--- src/rtl/match_collector.sv ---
// match_collector: sequences one run of the pattern-search stage, captures
// each distinct match address into a small FIFO, and lets a downstream stage
// pop addresses with a read handshake. Also reports the match count, a sticky
// overflow flag and a sticky watchdog timeout.
module match_collector #(
  parameter int DEPTH          = 16,
  parameter int TIMEOUT_CYCLES = 65535,
  parameter int CLR_CYCLES     = 2
) (
  input  logic       CLK100MHZ,
  input  logic       reset,
  input  logic       start,
  input  logic [7:0] found_in,
  input  logic       done_in,
  output logic       search_reset,
  output logic       search_activate,
  input  logic       rd_en,
  output logic [7:0] rd_data,
  output logic       rd_valid,
  output logic       empty,
  output logic       full,
  output logic [7:0] match_count,
  output logic       overflow,
  output logic       busy,
  output logic       finished,
  output logic       timeout
);

  localparam int AW    = $clog2(DEPTH);
  localparam int CW    = AW + 1;
  localparam int WD_W  = $clog2(TIMEOUT_CYCLES + 1);
  localparam int CLR_W = $clog2(CLR_CYCLES + 1);

  typedef enum logic [2:0] {
    ST_IDLE, ST_CLR, ST_RUN, ST_FLUSH, ST_FINISHED
  } state_t;

  state_t            state_r, state_next_s;
  logic [CLR_W-1:0]  clr_cnt_r;
  logic [WD_W-1:0]   wd_r;
  logic [7:0]        mem_r [DEPTH];
  logic [AW-1:0]     wr_ptr_r, rd_ptr_r;
  logic [CW-1:0]     count_r, count_next_s;
  logic [7:0]        prev_found_r;
  logic [7:0]        rd_data_r, match_count_r;
  logic              rd_valid_r, empty_r, full_r, overflow_r, timeout_r;
  logic              search_reset_r, activate_r, busy_r, finished_r;
  logic              flush_s, timeout_hit_s, capture_s, match_s;
  logic              pop_s, push_s, drop_s;

  // Next-state logic; a start from IDLE/FINISHED also requests a FIFO flush.
  always_comb begin
    state_next_s  = state_r;
    flush_s       = 1'b0;
    timeout_hit_s = 1'b0;
    case (state_r)
      ST_IDLE, ST_FINISHED: begin
        if (start) begin
          state_next_s = ST_CLR;
          flush_s      = 1'b1;
        end else begin
          state_next_s = state_r;
        end
      end
      ST_CLR: begin
        if (clr_cnt_r == CLR_W'(CLR_CYCLES - 1)) begin
          state_next_s = ST_RUN;
        end else begin
          state_next_s = ST_CLR;
        end
      end
      ST_RUN: begin
        if (done_in) begin
          state_next_s = ST_FLUSH;
        end else if (wd_r == WD_W'(TIMEOUT_CYCLES - 1)) begin
          state_next_s  = ST_FINISHED;
          timeout_hit_s = 1'b1;
        end else begin
          state_next_s = ST_RUN;
        end
      end
      ST_FLUSH: state_next_s = ST_FINISHED;
      default:  state_next_s = ST_IDLE;
    endcase
  end

  // Match detection and FIFO push/pop decisions; a full FIFO still accepts a
  // push when a pop frees a slot in the same cycle.
  always_comb begin
    capture_s = (state_r == ST_RUN) || (state_r == ST_FLUSH);
    match_s   = capture_s && (found_in != prev_found_r) && (found_in != 8'hFF);
    pop_s     = rd_en && (count_r != CW'(0)) && !flush_s;
    push_s    = match_s && ((count_r != CW'(DEPTH)) || pop_s);
    drop_s    = match_s && !push_s;
    if (flush_s) begin
      count_next_s = CW'(0);
    end else if (push_s && !pop_s) begin
      count_next_s = count_r + CW'(1);
    end else if (pop_s && !push_s) begin
      count_next_s = count_r - CW'(1);
    end else begin
      count_next_s = count_r;
    end
  end

  // State register plus the CLR-phase counter and RUN watchdog.
  always_ff @(posedge CLK100MHZ or posedge reset) begin
    if (reset) begin
      state_r   <= ST_IDLE;
      clr_cnt_r <= '0;
      wd_r      <= '0;
    end else begin
      state_r <= state_next_s;
      if (flush_s) begin
        clr_cnt_r <= '0;
        wd_r      <= '0;
      end else begin
        if (state_r == ST_CLR) clr_cnt_r <= clr_cnt_r + CLR_W'(1);
        if (state_r == ST_RUN) wd_r <= wd_r + WD_W'(1);
      end
    end
  end

  // FIFO storage array; contents need no reset since occupancy guards reads.
  always_ff @(posedge CLK100MHZ) begin
    if (push_s) mem_r[wr_ptr_r] <= found_in;
  end

  // FIFO pointers, occupancy, registered read port and empty/full flags.
  always_ff @(posedge CLK100MHZ or posedge reset) begin
    if (reset) begin
      wr_ptr_r   <= '0;
      rd_ptr_r   <= '0;
      count_r    <= '0;
      rd_data_r  <= 8'h00;
      rd_valid_r <= 1'b0;
      empty_r    <= 1'b1;
      full_r     <= 1'b0;
    end else begin
      count_r    <= count_next_s;
      empty_r    <= (count_next_s == CW'(0));
      full_r     <= (count_next_s == CW'(DEPTH));
      rd_valid_r <= pop_s;
      if (flush_s) begin
        wr_ptr_r <= '0;
        rd_ptr_r <= '0;
      end else begin
        if (push_s) wr_ptr_r <= wr_ptr_r + AW'(1);
        if (pop_s) begin
          rd_ptr_r  <= rd_ptr_r + AW'(1);
          rd_data_r <= mem_r[rd_ptr_r];
        end
      end
    end
  end

  // Per-run capture bookkeeping: last found value, match count, sticky flags.
  always_ff @(posedge CLK100MHZ or posedge reset) begin
    if (reset) begin
      prev_found_r  <= 8'hFF;
      match_count_r <= 8'h00;
      overflow_r    <= 1'b0;
      timeout_r     <= 1'b0;
    end else if (flush_s) begin
      prev_found_r  <= 8'hFF;
      match_count_r <= 8'h00;
      overflow_r    <= 1'b0;
      timeout_r     <= 1'b0;
    end else begin
      if (capture_s) prev_found_r <= found_in;
      if (match_s && (match_count_r != 8'hFF)) match_count_r <= match_count_r + 8'd1;
      if (drop_s) overflow_r <= 1'b1;
      if (timeout_hit_s) timeout_r <= 1'b1;
    end
  end

  // Status/control outputs registered from the next state so they align with it.
  always_ff @(posedge CLK100MHZ or posedge reset) begin
    if (reset) begin
      search_reset_r <= 1'b0;
      activate_r     <= 1'b0;
      busy_r         <= 1'b0;
      finished_r     <= 1'b0;
    end else begin
      search_reset_r <= (state_next_s == ST_CLR);
      activate_r     <= (state_next_s == ST_RUN) || (state_next_s == ST_FLUSH);
      busy_r         <= (state_next_s == ST_CLR) || (state_next_s == ST_RUN) ||
                        (state_next_s == ST_FLUSH);
      finished_r     <= (state_next_s == ST_FINISHED);
    end
  end

  // The search stage must be held in reset whenever this block is in reset.
  assign search_reset    = search_reset_r | reset;
  assign search_activate = activate_r;
  assign rd_data         = rd_data_r;
  assign rd_valid        = rd_valid_r;
  assign empty           = empty_r;
  assign full            = full_r;
  assign match_count     = match_count_r;
  assign overflow        = overflow_r;
  assign busy            = busy_r;
  assign finished        = finished_r;
  assign timeout         = timeout_r;

endmodule

--- config.mk ---
export PLATFORM = sky130hd
export DESIGN_NAME = match_collector
export DESIGN_NICKNAME = d
export VERILOG_FILES = /design/src/rtl/match_collector.sv
export SDC_FILE = /design/constraint.sdc
export NUM_CORES = 1
export LEC_CHECK = 0
export CAP_MARGIN = 20
export CORE_MARGIN = 2
export CORE_UTILIZATION = 45
export CTS_CLUSTER_DIAMETER = 40
export DETAILED_ROUTE_END_ITERATION = 8
export DONT_BUFFER_PORTS = 1
export GPL_TIMING_DRIVEN = 0
export PLACE_DENSITY = 0.59
export SYNTH_ARGS = -nofsm -noshare
export SYNTH_HDL_FRONTEND = slang
export SYNTH_SLANG_ARGS = --single-unit
--- constraint.sdc ---
create_clock -name CLK100MHZ -period 3.7 [get_ports CLK100MHZ]
set_input_delay 0.37 -clock CLK100MHZ [delete_from_list [all_inputs] [get_ports CLK100MHZ]]
set_output_delay 0.37 -clock CLK100MHZ [all_outputs]
set_load 0.005 [all_outputs]
==> impl_metrics.toml, run 1 <==
[sta]
rsz0062_at_grt = "no"
hold_viol_final = 4
worst_pin_slew_ns = 0.910
fin_hold_ws_ns = -0.00810
period_minus_slack_ns = 2.99
setup_viol_count_final = 0
finalClockSkew_ns = 0.0118
slew_violations = 0
slew_headroom_pct = 39.1
timing.fmax_mhz = 334
worst_slack_ns = 0.707
finalSetupTns_ns = 0
period_share_pct = 80.9

[layout]
antenna_cells = 0
multi_input_area_mm2 = 0.00258
area_delta_synth_final_pct = 10.8
seq_area_mm2 = 0.00553
layout.nets = 599
fin_cells = 816
drive_gt1_share_pct = 19.4
fillerInstances = 1538

[worst_setup_path]
crit_arrival_ns = 3.13
crit_path_start_kind = "flip-flop"
r2r-start = "state_r[2]"
worstSetupPathType = "flip-flop to flip-flop"
path_max_fanout = 10
required_ns = 3.84
cp-end-kind = "flip-flop"
crit_path_start = "state_r[2]"

[placed_design]
gp_congestion = 0.758
place_ws_ns = 0.683
port_buffers = 0
hpwl_mm = 11.1
numPlacedInstances = 784

[min_path]
hp-class = "input pin to async pin"

[synthesis]
synthTopCellsByArea = "edfxtp_1 46%, dfrtp_1 17%, mux4_2 11%"
syn_area_mm2 = 0.00832
netlist.area_leader.share_pct = 46.2
syn-num-nets = 576
synth.distinct_cells = 52
synth_edf_count = 128
yosys_most_used_dff = "edfxtp_1"
yosysWarnings = 0
synth_largest_area_cell = "edfxtp_1"
async_reset_ff_share_pct = 34.4
ys_ff_latch = 195
netlist_instances = 551
ys_seq_area_share_pct = 66.5
syn_area_per_cell_um2 = 15.1

[drt]
vias = 4503
viasPerCell = 5.52
drc = 0
drt.antenna.violating_nets = 0
dr.pass1.iters = 4
drtIter0Drc = 330
drt_wl_total_mm = 16.8
wl_per_cell_um = 20.5

[global_route]
grt_max_degree = 68
grt_pass1_wl_mm = 26.7
antenna_found_initial = 0
grt_overflow = 0
first_global_vias = 4703
grt_use_total_pct = 18.2

[floorplanning]
dieWidth_um = 140
core-area_mm2 = 0.0180
start_util_pct = 46.2
rows = 49
io_pins = 38
die_h_um = 140
die_area_mm2 = 0.0196

[clock_network]
cts_setup_buffers = 0
clkTransAtPathRegs_ns = 0.07
cts_inserted_buffers = 17
hold_buffers = 0
clock_latency_ns = 0.43
cts.sink_count = 195
cts_max_level = 4
cts_max_path_buffers = 2
cts_tree = "yes"
postCtsResizedCells = 0
cts_root_buf = "clkbuf_16"

[power]
ir_worst_vdd_mv = 0.361
power_density_mw_per_mm2 = 681
p_leak_nw = 3.37

[job]
drv_cap = 0

[run_status]
violations = "hold timing"
status = "finished with violations"
metrics by stage:
step           utilization, %  area, um^2  total power, mW
2_1_floorplan               -        8320             4.10
3_3_place_gp             47.8        8610             4.49
3_5_place_dp             47.9        8640             4.54
4_1_cts                  51.1        9220             6.34
5_1_grt                  51.1        9220             6.60
6_report                 51.1        9220             6.28
layer usage:
layer  global-route usage, %  part of all wire (%)  wire length (um)
met1                    25.7                    45              7510
met2                    29.4                    50              8410
met3                    3.90                   4.2               705
met4                    4.37                  0.74               124
met5                       0                     0                 0
cells by family after synthesis:
| family | Yosys count | share of synthesized area (%) |
|---|---|---|
| AND/OR/NAND/NOR | 188 | 11.4 |
| multiplexers | 49 | 12.0 |
| flip-flops | 195 | 66.5 |
| AO/OA/AOI/OAI | 31 | 2.35 |
| buffers and inverters | 43 | 2.56 |
| adder cells (fa/ha/maj) | 12 | 1.80 |
| XOR/XNOR | 33 | 3.47 |
worst max-delay path: stages (launching register included):
cell and delay [ns]:
dfrtp_1 0.35, buf_2 0.17, nor2b_1 0.12, buf_4 0.18
o21ai_1 0.09, a41o_1 0.30, buf_12 0.19, nor2_2 0.28
nand2_1 0.16, nor3_1 0.59, buf_4 0.27
layout make-up:
class	count	share of cell area (%)
flip-flops and latches	195	60.0
multi-input cells	313	27.9
clock buffers	20	4.85
well taps	229	3.11
plain buffers	25	1.57
clock inverters	12	1.43
inverters	18	0.760
repair buffers	4	0.326
state kept, by name, indices dropped and copies added, names as in the netlist:
| register | flops |
|---|---|
| state_r | 3 |
| prev_found_r | 8 |
| timeout | 1 |
| rd_ptr_r | 4 |
| rd_data | 8 |
| finished | 1 |
| clr_cnt_r | 2 |
| full | 1 |
| search_activate | 1 |
| busy | 1 |
| rd_valid | 1 |
| empty | 1 |
| overflow | 1 |
| wr_ptr_r | 4 |
| search_reset_r | 1 |
| match_count | 8 |
| count_r | 5 |
| wd_r | 16 |
| mem_r | 128 |
report_power, final:
part,switching [mW],total (mW),internal (mW)
clock network,0.788,1.80,1.02
logic,0.939,1.72,0.778
registers,0.160,2.76,2.60
cells in the mapped netlist (11+ instances only):
cell and instances:
xor2_1 24, nand3_1 15, ha_1 12, edfxtp_1 128
nand4_1 13, nor2_1 45, dfrtp_1 58, a21oi_1 11
mux4_2 40, nand2_1 57, inv_1 17, nor3_1 13
path summary, 6_finish.rpt:
check	to	slack, ns	cells past startpoint
max	mem_r[6][2]	0.71	10
min	search_reset_r	-0.008	1
max reg2reg	mem_r[6][2]	0.71	10
min reg2reg	prev_found_r[4]	0.49	2
max in group asynchronous	match_count[4]	3.12	1
min in group CLK100MHZ	state_r[2]	0.02	1
placed cells by master, fill, tap and decap left out, types with 5 or more instances in the layout:
master and n:
mux2i_1 7, and3_1 5, nand4_1 13, o21ai_0 9, edfxtp_1 128, inv_1 16, a21oi_1 11, or3_1 6
mux4_2 40, clkbuf_1 10, buf_1 5, buf_4 5, nand2_1 57, buf_2 7, nand3_1 15, nor3_1 13
nor2_1 45, xnor2_1 9, clkbuf_16 17, ha_1 12, dfstp_2 9, and2_1 9, dfrtp_1 58, xor2_1 24
No activity file was read; power rests on OpenSTA's default activity.
==> run 2: changes to the inputs <==
clock period = 2.9 ns   (was 3.7 ns; I/O delays follow)
==> run 2 against run 1 <==
  * Critical endpoint is now mem_r[10][3]
  * Die area unchanged
  * Non-clock buffer count increased by 11
  * Count of clock-buffer cells in the layout unchanged
  * Sequential share of layout area decreased by 1.1 points
  * The run now ends clean
  * Via count increased by 1.8%
  * Global-route usage increased by 0.70 points
  * Total power increased by 28%
  * Critical path depth decreased by 1
  * Clock skew decreased by 0.0024 ns
  * Register-to-register slack got worse by 0.56 ns
==> impl_metrics.toml, run 2 (same netlist as run 1, synthesis figures left out) <==
[run_status]
status = "finished clean"

[floorplanning]
die_area_mm2 = 0.0196
die_h_um = 140
start_util_pct = 46.2
core-area_mm2 = 0.0180
io_pins = 38
dieWidth_um = 140
rows = 49

[sta]
finalClockSkew_ns = 0.00940
slew_headroom_pct = 39.7
finalSetupTns_ns = 0
rsz0062_at_grt = "yes"
hold_viol_final = 0
worst_pin_slew_ns = 0.904
period_share_pct = 95.1
period_minus_slack_ns = 2.76
slew_violations = 0
setup_viol_count_final = 0
worst_slack_ns = 0.142
timing.fmax_mhz = 363

[job]
drv_cap = 0

[layout]
fillerInstances = 1531
largest_register_ff_count = 128
final_cell_mix = "128 x edfxtp_1, 58 x dfrtp_1, 57 x nand2_1"
drive_gt1_share_pct = 21.1
regMostFlops = "mem_r"
layout.nets = 610
layout_commonest_cell = "edfxtp_1"
area_delta_synth_final_pct = 12.8
antenna_cells = 0
reg_top3 = "mem_r: 128 flops, wd_r: 16 flops"

[worst_setup_path]
r2r-start = "state_r[2]"
required_ns = 2.96
worstSetupPathType = "flip-flop to flip-flop"
crit_arrival_ns = 2.81
reg2regPathDepth = 9
r2r-end = "mem_r[10][3]"
crit_path_start_kind = "flip-flop"
path_max_fanout = 10
r2r_slack_ns = 0.14
cp-end-kind = "flip-flop"

[power]
ir_worst_vdd_mv = 0.468
power_density_mw_per_mm2 = 860
p_leak_nw = 3.43

[drt]
drt.antenna.violating_nets = 0
dr.pass1.iters = 4
drc = 0
vias = 4586
wl_per_cell_um = 21.0
drt_wl_total_mm = 17.4
drtIter0Drc = 321
viasPerCell = 5.55

[clock_network]
cts_setup_buffers = 0
cts_max_path_buffers = 2
cts_inserted_buffers = 17
cts_root_buf = "clkbuf_16"
cts.sink_count = 195
cts_tree = "yes"
clkTransAtPathRegs_ns = 0.07
cts_max_level = 4
clock_latency_ns = 0.42

[global_route]
first_global_vias = 4786
grt_use_total_pct = 18.9
grt_pass1_wl_mm = 27.6
grt_max_degree = 68
antenna_found_initial = 2
grt_overflow = 0

[min_path]
min_from = "rd_en"
hp-class = "input pin to flip-flop"
hold_end = "overflow"
min_path_cells = 2

[placed_design]
hpwl_mm = 11.1
gp_congestion = 0.758
place_ws_ns = -0.117
port_buffers = 0
-- run 2: worst max-delay path by stage --
stage                from      endpoint  slack [ns]  cells past startpoint
2_1_floorplan  state_r[2]   mem_r[4][0]        0.33                      9
3_3_place_gp   state_r[2]   mem_r[6][2]       -0.35                      9
3_5_place_dp   state_r[2]   mem_r[6][2]       -0.12                     10
4_1_cts        state_r[2]   mem_r[4][5]       -0.10                     10
5_1_grt        state_r[2]  mem_r[11][3]       -0.06                      9
6_report       state_r[2]  mem_r[10][3]        0.14                      9
-- run 2: report_power, final --
group	switching (mW)	internal [mW]
Sequential	0.204	3.31
Clock	0.996	1.30
Combinational	1.25	1.01
Total	2.45	5.62
-- run 2: cell type report --
type / count / area [um^2] / area share (%)
timing repair buffer: 15 / 140 / 1.49
sequential: 195 / 5530 / 58.9
clock buffer: 20 / 447 / 4.76
inverter: 18 / 70.1 / 0.747
tap: 229 / 287 / 3.05
clock inverter: 12 / 131 / 1.40
buffer: 25 / 145 / 1.55
multi-input combinational: 313 / 2630 / 28.1
-- run 2: repair_timing --
item                                   in CTS  in global routing
resized for setup                           2                 14
endpoints found under the hold margin     197                  0
setup endpoints to repair                  52                114
hold buffers                               11                  0
-- run 2: metal layers --
metal	routed length [um]	track usage [%]	part of all wire, %	vias to the layer above
li1	-	-	-	2098
met2	8690	30.1	50	91
met1	7370	26.9	42	2384
met3	1000	3.76	5.8	13
met5	0	0	0	-
met4	318	5.53	1.8	0
-- run 2: metrics by stage --
stage,hold slack [ns],instance area [um^2],power [mW],util [%],cells
2_1_floorplan,0.374,8320,5.23,-,551
3_3_place_gp,0.375,8610,5.73,47.8,780
3_5_place_dp,0.386,8640,5.79,47.9,784
4_1_cts,0.0471,9340,8.13,51.8,827
5_1_grt,0.0646,9390,8.49,52.1,827
6_report,0.0640,9390,8.07,52.1,827
-- run 2: worst max-delay path, cell delays in order (launching register included) --
cell	delay, ns
dfrtp_1	0.35
buf_2	0.17
nor2b_1	0.13
buf_4	0.18
o21ai_1	0.08
a41o_1	0.29
buf_12	0.19
nor2_4	0.20
nand3b_1	0.26
nor2_2	0.53
